--- src/rtl/kronos_bus_arb.sv ---
// Two-requester memory-port arbiter for the Kronos core: instruction fetch vs. load/store.
// Registers the winner onto the port, steers ack/data back, and aborts stalled transactions.
module kronos_bus_arb #(
  parameter int ROUND_ROBIN = 0,
  parameter int TIMEOUT     = 255
) (
  input  logic        clk,
  input  logic        rst,
  input  logic [31:0] instr_addr,
  input  logic        instr_req,
  output logic        instr_ack,
  output logic [31:0] instr_data,
  output logic        instr_err,
  input  logic [31:0] data_addr,
  input  logic [31:0] data_wr_data,
  input  logic [3:0]  data_mask,
  input  logic        data_wr_en,
  input  logic        data_req,
  output logic        data_ack,
  output logic [31:0] data_rd_data,
  output logic        data_err,
  output logic [31:0] mem_addr,
  output logic [31:0] mem_wr_data,
  output logic [3:0]  mem_mask,
  output logic        mem_wr_en,
  output logic        mem_req,
  input  logic [31:0] mem_rd_data,
  input  logic        mem_ack
);

  localparam int CW = (TIMEOUT > 0) ? $clog2(TIMEOUT + 1) : 1;
  localparam logic [CW-1:0] CNT_LAST = (TIMEOUT > 0) ? CW'(TIMEOUT - 1) : '0;

  typedef enum logic [1:0] {IDLE, IBUS, DBUS} state_t;

  state_t        state, state_nxt;
  logic          last_d;   // 1 = data owned the most recent grant
  logic [CW-1:0] cnt;
  logic          pick_d, pick_i, tmo;

  always_comb begin
    pick_d = 1'b0;
    if (ROUND_ROBIN == 0) pick_d = data_req;
    else                  pick_d = data_req & (~instr_req | ~last_d);
    pick_i = instr_req & ~pick_d;
    // an ack in the final cycle beats the timeout
    tmo = (TIMEOUT > 0) && (state != IDLE) && (cnt == CNT_LAST) && !mem_ack;
  end

  always_ff @(posedge clk or posedge rst) begin
    if (rst) state <= IDLE;
    else     state <= state_nxt;
  end

  always_comb begin
    state_nxt = state;
    case (state)
      IDLE:      if (pick_d)         state_nxt = DBUS;
                 else if (pick_i)    state_nxt = IBUS;
      IBUS, DBUS: if (mem_ack || tmo) state_nxt = IDLE;
      default:   state_nxt = IDLE;
    endcase
  end

  always_ff @(posedge clk or posedge rst) begin
    if (rst) begin
      mem_addr    <= '0;
      mem_wr_data <= '0;
      mem_mask    <= '0;
      mem_wr_en   <= 1'b0;
      mem_req     <= 1'b0;
      last_d      <= 1'b0;
      cnt         <= '0;
    end else if (state == IDLE) begin
      if (pick_d) begin
        mem_addr    <= data_addr;
        mem_wr_data <= data_wr_data;
        mem_mask    <= data_mask;
        mem_wr_en   <= data_wr_en;
        mem_req     <= 1'b1;
        last_d      <= 1'b1;
        cnt         <= '0;
      end else if (pick_i) begin
        mem_addr    <= instr_addr;
        mem_mask    <= 4'hF;
        mem_wr_en   <= 1'b0;
        mem_req     <= 1'b1;
        last_d      <= 1'b0;
        cnt         <= '0;
      end
    end else begin
      if (mem_ack || tmo)  mem_req <= 1'b0;
      else if (cnt != '1)  cnt     <= cnt + CW'(1);
    end
  end

  always_comb begin
    instr_ack    = mem_ack & (state == IBUS);
    data_ack     = mem_ack & (state == DBUS);
    instr_err    = tmo & (state == IBUS);
    data_err     = tmo & (state == DBUS);
    instr_data   = mem_rd_data;
    data_rd_data = mem_rd_data;
  end

endmodule

--- config.mk ---
export PLATFORM = sky130hd
export DESIGN_NAME = kronos_bus_arb
export DESIGN_NICKNAME = d
export VERILOG_FILES = /design/src/rtl/kronos_bus_arb.sv
export SDC_FILE = /design/constraint.sdc
export NUM_CORES = 1
export LEC_CHECK = 0
export CORE_MARGIN = 5
export CORE_UTILIZATION = 39
export DETAILED_ROUTE_END_ITERATION = 16
export PLACE_DENSITY = 0.94
export SYNTH_ARGS = -nofsm -noshare
export SYNTH_HDL_FRONTEND = slang
export SYNTH_SLANG_ARGS = --single-unit
export TNS_END_PERCENT = 5
--- constraint.sdc ---
create_clock -name clk -period 6.9 [get_ports clk]
set_input_delay 1.035 -clock clk [delete_from_list [all_inputs] [get_ports clk]]
set_output_delay 1.035 -clock clk [all_outputs]
set_load 0.03 [all_outputs]
## Word-level counts from Yosys, hierarchy flattened

Index checks and enable logic that the tools add are counted.

| storage, ports and cells | value |
|---|---|
| word-level logic and storage cells | 55 |
| input port bits | 138 |
| register bits after elaboration | 80 |

| operators by class | value |
|---|---|
| equal/unequal tests | 7 |
| $add $sub $neg | 1 |
| multiplexer cells | 19 |
| reduce and logical (&&, ||, !) cells | 15 |
| bitwise logic cells | 6 |

Operator list:

| operator | number |
|---|---|
| 2-to-1 mux 32 bit | 2 |
| 2-to-1 mux 8 bit | 5 |
| adder 8 x 1 -> 8 bit, second input constant | 1 |
| equality test 8 bit, second input constant | 1 |
| 2-to-1 mux 4 bit | 2 |
| != test 8 bit, second input constant | 1 |
| AND reduction 2 bit | 4 |
| nonzero test 2 bit | 4 |
| 2-to-1 mux 1 bit | 6 |
| 2-to-1 mux 2 bit | 3 |
| bitwise AND 1 bit | 5 |
| case mux 2 bit (2 select lines) | 1 |
| != test 3 bit, second input constant | 1 |
| AND reduction 3 bit | 1 |
| equality test 2 x 1 -> 1 bit, second input constant | 1 |
| equality test 2 bit, second input constant | 1 |
| logical AND 1 bit | 2 |
| zero test 2 bit | 1 |
| != test 2 x 1 -> 1 bit, second input constant | 1 |
| != test 2 bit, second input constant | 1 |
| OR reduction 2 bit | 1 |
| zero test 1 bit | 1 |
| logical OR 1 bit | 1 |
| NOT 1 bit | 1 |

## Depth between registers and ports, before layout

| logic depth | value |
|---|---|
| word-level depth | 6 |
| gate-level depth with buffers | 8 |

## Worst setup path after synthesis

Ideal clock, no wire load.

| timing | value |
|---|---|
| kind | flip-flop to output port |
| start | reg state[0] |
| end | out data_err |
| path buffers | 1 |
| arrival | 1.986 ns |
| stages on the path, launching flop included | 7 |
| path slack | 3.879 ns |
| required time | 5.865 ns |
| path through | dfrtp_1 -> inv_1 -> ha_1 -> buf_6 -> nand3b_4 -> or3_4 -> nor3b_1 |

| between the ends | value |
|---|---|
| word-level cells in the longest chain between the ends | 4 |

RTL lines:

| element | line | text |
|---|---|---|
| start, declared | 36 | `state_t state, state_nxt;` |
| start signal, assigned | 52 | `else state <= state_nxt;` |
| nonzero test 2 bit | 47 | `tmo = (TIMEOUT > 0) && (state != IDLE) && (cnt == CNT_LAST) && !mem_ack;` |
| logical AND 1 bit (2 in a row) | 47 |  |
| bitwise AND 1 bit (*) | 101 | `data_err = tmo & (state == DBUS);` |
| end, declared | 21 | `output logic data_err,` |

Mark *: on every way between the ends. The rest lies on a longest branch, timed or not.

## Final worst setup path

Ends and elaborated chain as after synthesis.

==> flow_metrics.py <==
metrics = {
    "floorplan": {
        "fp.coreArea_um2": 10280,
        "die_w_um": 112.4,
        "die_h_um": 112.4,
        "initial_core_util_pct": 39.79,
        "die_area_um2": 12630,
        "rows": 37,
        "io_pins": 276,
    },
    "place": {
        "pre_cts_slack_ns": 3.262,
        "gp_congestion": 0.8250,
        "dpl.hpwl_mm": 8.714,
        "portBuffers": 179,
    },
    "clock_network": {
        "tritoncts": "built",
        "htreeDepth": 3,
        "cts.clk_slew.worst_paths_ns": 0.08,
        "cts_setup_buffers": 0,
        "worstSkewPairLatency_ns": 0.34,
        "clock_sinks": 80,
        "cts_hold_buffers": 0,
        "clk_path_buf_depth": 2,
        "cts-root-buf": "clkbuf_8",
        "cts_resized": 0,
        "numCtsBuffers": 9,
    },
    "synthesis": {
        "synth-adder-area-share_pct": 1.530,
        "synthFlopType": "dfrtp_1",
        "yosys-top-cells-count": "dfrtp_1 (80), buf_4 (64), nand2_1 (40)",
        "syn_inst": 361,
        "syn-mean-instance-area_um2": 11.33,
        "synthArstFlopShare_pct": 100.0,
        "synth_top_family_by_area": "multiplexers",
        "yosys.area_share.simple_pct": 8.048,
        "synth_area_leader_cell": "dfrtp_1",
        "synthTopCellsByArea": "dfrtp_1 (49%), buf_4 (12%), mux2_2 (8.8%)",
        "synth_xor_area_share_pct": 0,
        "ys_seq_elements": 80,
        "ys_seq_area_share_pct": 48.96,
        "synth_compound_area_share_pct": 9.455,
        "synth_top_area_share_pct": 48.96,
        "synth_mux_area_share_pct": 16.89,
        "ys.warnings.count": 0,
        "synth.distinct_cells": 39,
        "yosysMostFrequentCell": "dfrtp_1",
        "syn_area_um2": 4089,
        "synth_edf_count": 0,
        "syn_nets": 504,
    },
    "finish": {
        "layout-drive-gt1-share_pct": 12.37,
        "nFillCells": 884,
        "diodes": 0,
        "fin_nets": 615,
        "fin_util_pct": 55.03,
        "syn2layout_area_growth_pct": 38.31,
    },
    "worst_setup_path": {
        "slowest_delay_ns": 0.70,
        "worstPathArrival_ns": 2.79,
        "start_kind": "register",
        "crit_slowest_cell": "clkdlybuf4s50_1",
        "cp_max_fo": 18,
        "cp_cell_sequence": "inv_1 -> ha_1 -> nand3b_4 -> or3_4 -> nor3b_1 -> clkdlybuf4s50_1",
        "cp_num_buf_inv": 2,
        "cp_top_family": "simple AND/OR/NAND/NOR gates",
        "worstPathRequired_ns": 5.86,
        "crit_path_end_kind": "primary output",
        "path_class": "reg -> out",
    },
    "drt": {
        "drt-wirelength-per-cell_um": 18.24,
        "dr.pass1.iters": 4,
        "drc": 0,
        "ant_nets": 0,
        "vias": 3084,
        "routed_wl_mm": 11.18,
        "viasPerCell": 5.031,
        "drtIter0Drc": 116,
    },
    "grt": {
        "grt_max_degree": 81,
        "grt_pass1_wl_mm": 17.84,
        "grt.total_usage_pct": 17.61,
        "first_global_vias": 3419,
        "antenna_found_initial": 0,
        "gr-total-overflow": 0,
    },
    "timing": {
        "hold_viol_final": 0,
        "final.period_utilization_pct": 55.45,
        "drv_slew": 0,
        "slew-limit-headroom_pct": 22.36,
        "fin_worst_skew_ns": 0.01132,
        "tightest_slew_ns": 1.165,
        "fmax_mhz": 261.4,
        "rsz0062_at_grt": "no",
        "setup_ws_ns": 3.074,
        "fin_crit_ns": 3.826,
        "finalSetupTns_ns": 0,
        "setup_violations": 0,
    },
    "power_and_ir_drop": {
        "vdd_drop_max_mv": 0.2672,
        "power_per_cell_area_nw_per_um2": 443.2,
        "leakagePower_nw": 2.424,
    },
    "flow_run": {
        "max-cap-violations": 0,
    },
    "worst_hold_path": {
        "min_path_type": "reg -> reg",
    },
    "outcome": {
        "status": "finished clean",
    },
}
## final timing paths
| check | start | endpoint | slack, ns | cells after the start |
|---|---|---|---|---|
| hold / removal | mem_addr[14] | mem_addr[14] | 0.48 | 2 |
| min in group asynchronous | rst | mem_addr[12] | 1.33 | 3 |
| max in group asynchronous | rst | mem_wr_data[27] | 4.89 | 3 |
| setup reg to reg | state[0] | mem_wr_data[14] | 4.50 | 4 |
| hold reg to reg | mem_addr[14] | mem_addr[14] | 0.48 | 2 |
| setup / recovery | state[0] | data_err | 3.07 | 6 |
## flip-flops by register name, indices dropped and copies added (netlist names)
signal and flops:
mem_addr 32, mem_wr_data 32, cnt 8, mem_mask 4
state 2, mem_req 1, mem_wr_en 1
## routing by layer
layer	up-vias	GRT usage (%)	wire length, um	share of wire (%)
li1	1396	-	-	-
met1	1477	17.63	3774	34
met2	187	31.27	5803	52
met3	24	8.733	1370	12
met4	0	6.731	232	2.1
met5	-	0.3922	0	0
## tightest hold or removal path: stages, from the launching register on
cell     delay (ns)
dfrtp_1        0.35
nand2_1        0.04
o21ai_0        0.06
## cells by family after synthesis
| group | after synthesis |
|---|---|
| AO/OA/AOI/OAI | 59 |
| adder cells (fa/ha/maj) | 5 |
| buffers and inverters | 88 |
| flip-flops | 80 |
| multiplexers | 65 |
| AND/OR/NAND/NOR | 64 |
## layout by cell type, fill, tap and decap left out, types with 2 or more instances in the layout
cell type        Yosys  final
a21oi_1              3      3
ha_1                 5      5
clkinv_2             0      3
o21ai_0             39     38
nor3b_1              3      3
clkdlybuf4s50_1      0    178
nand4_1              2      2
clkinvlp_4           0      3
o41ai_1              2      2
and2_1               3      3
nand4b_1             2      2
mux2_2              32     32
clkbuf_8             0     10
dfrtp_1             80     80
a32o_1               2      2
nor2_1               6      6
mux2i_1             33     33
o22a_1               4      4
nand2_1             40     40
inv_1                7      6
buf_4               64      2
## metrics by stage
stage / cells / area (um2) / hold WS, ns / power [mW]
6_report: 613 / 5655 / 0.4829 / 2.506
5_1_grt: 613 / 5655 / 0.5129 / 2.662
4_1_cts: 613 / 5655 / 0.4896 / 2.534
3_5_place_dp: 597 / 5482 / 0.4700 / 2.214
3_3_place_gp: 597 / 5482 / 0.4639 / 2.164
2_1_floorplan: 361 / 4089 / 0.4913 / 1.689
## area by class of cell
cell class / instances / area [um2] / share of cell area, %
clock buffers: 11 / 141.4 / 2.500
inverters: 7 / 27.53 / 0.4867
flip-flops and latches: 80 / 2002 / 35.40
multi-input cells: 193 / 1480 / 26.17
repair buffers: 181 / 1802 / 31.86
clock inverters: 5 / 32.53 / 0.5752
well taps: 136 / 170.2 / 3.009
## power breakdown
part / total (mW) / switching, mW / internal, mW
registers: 0.822 / 0.132 / 0.690
logic: 1.37 / 0.775 / 0.597
clock network: 0.312 / 0.173 / 0.140
total: 2.51 / 1.08 / 1.43
No activity file was read; power rests on OpenSTA's default activity.
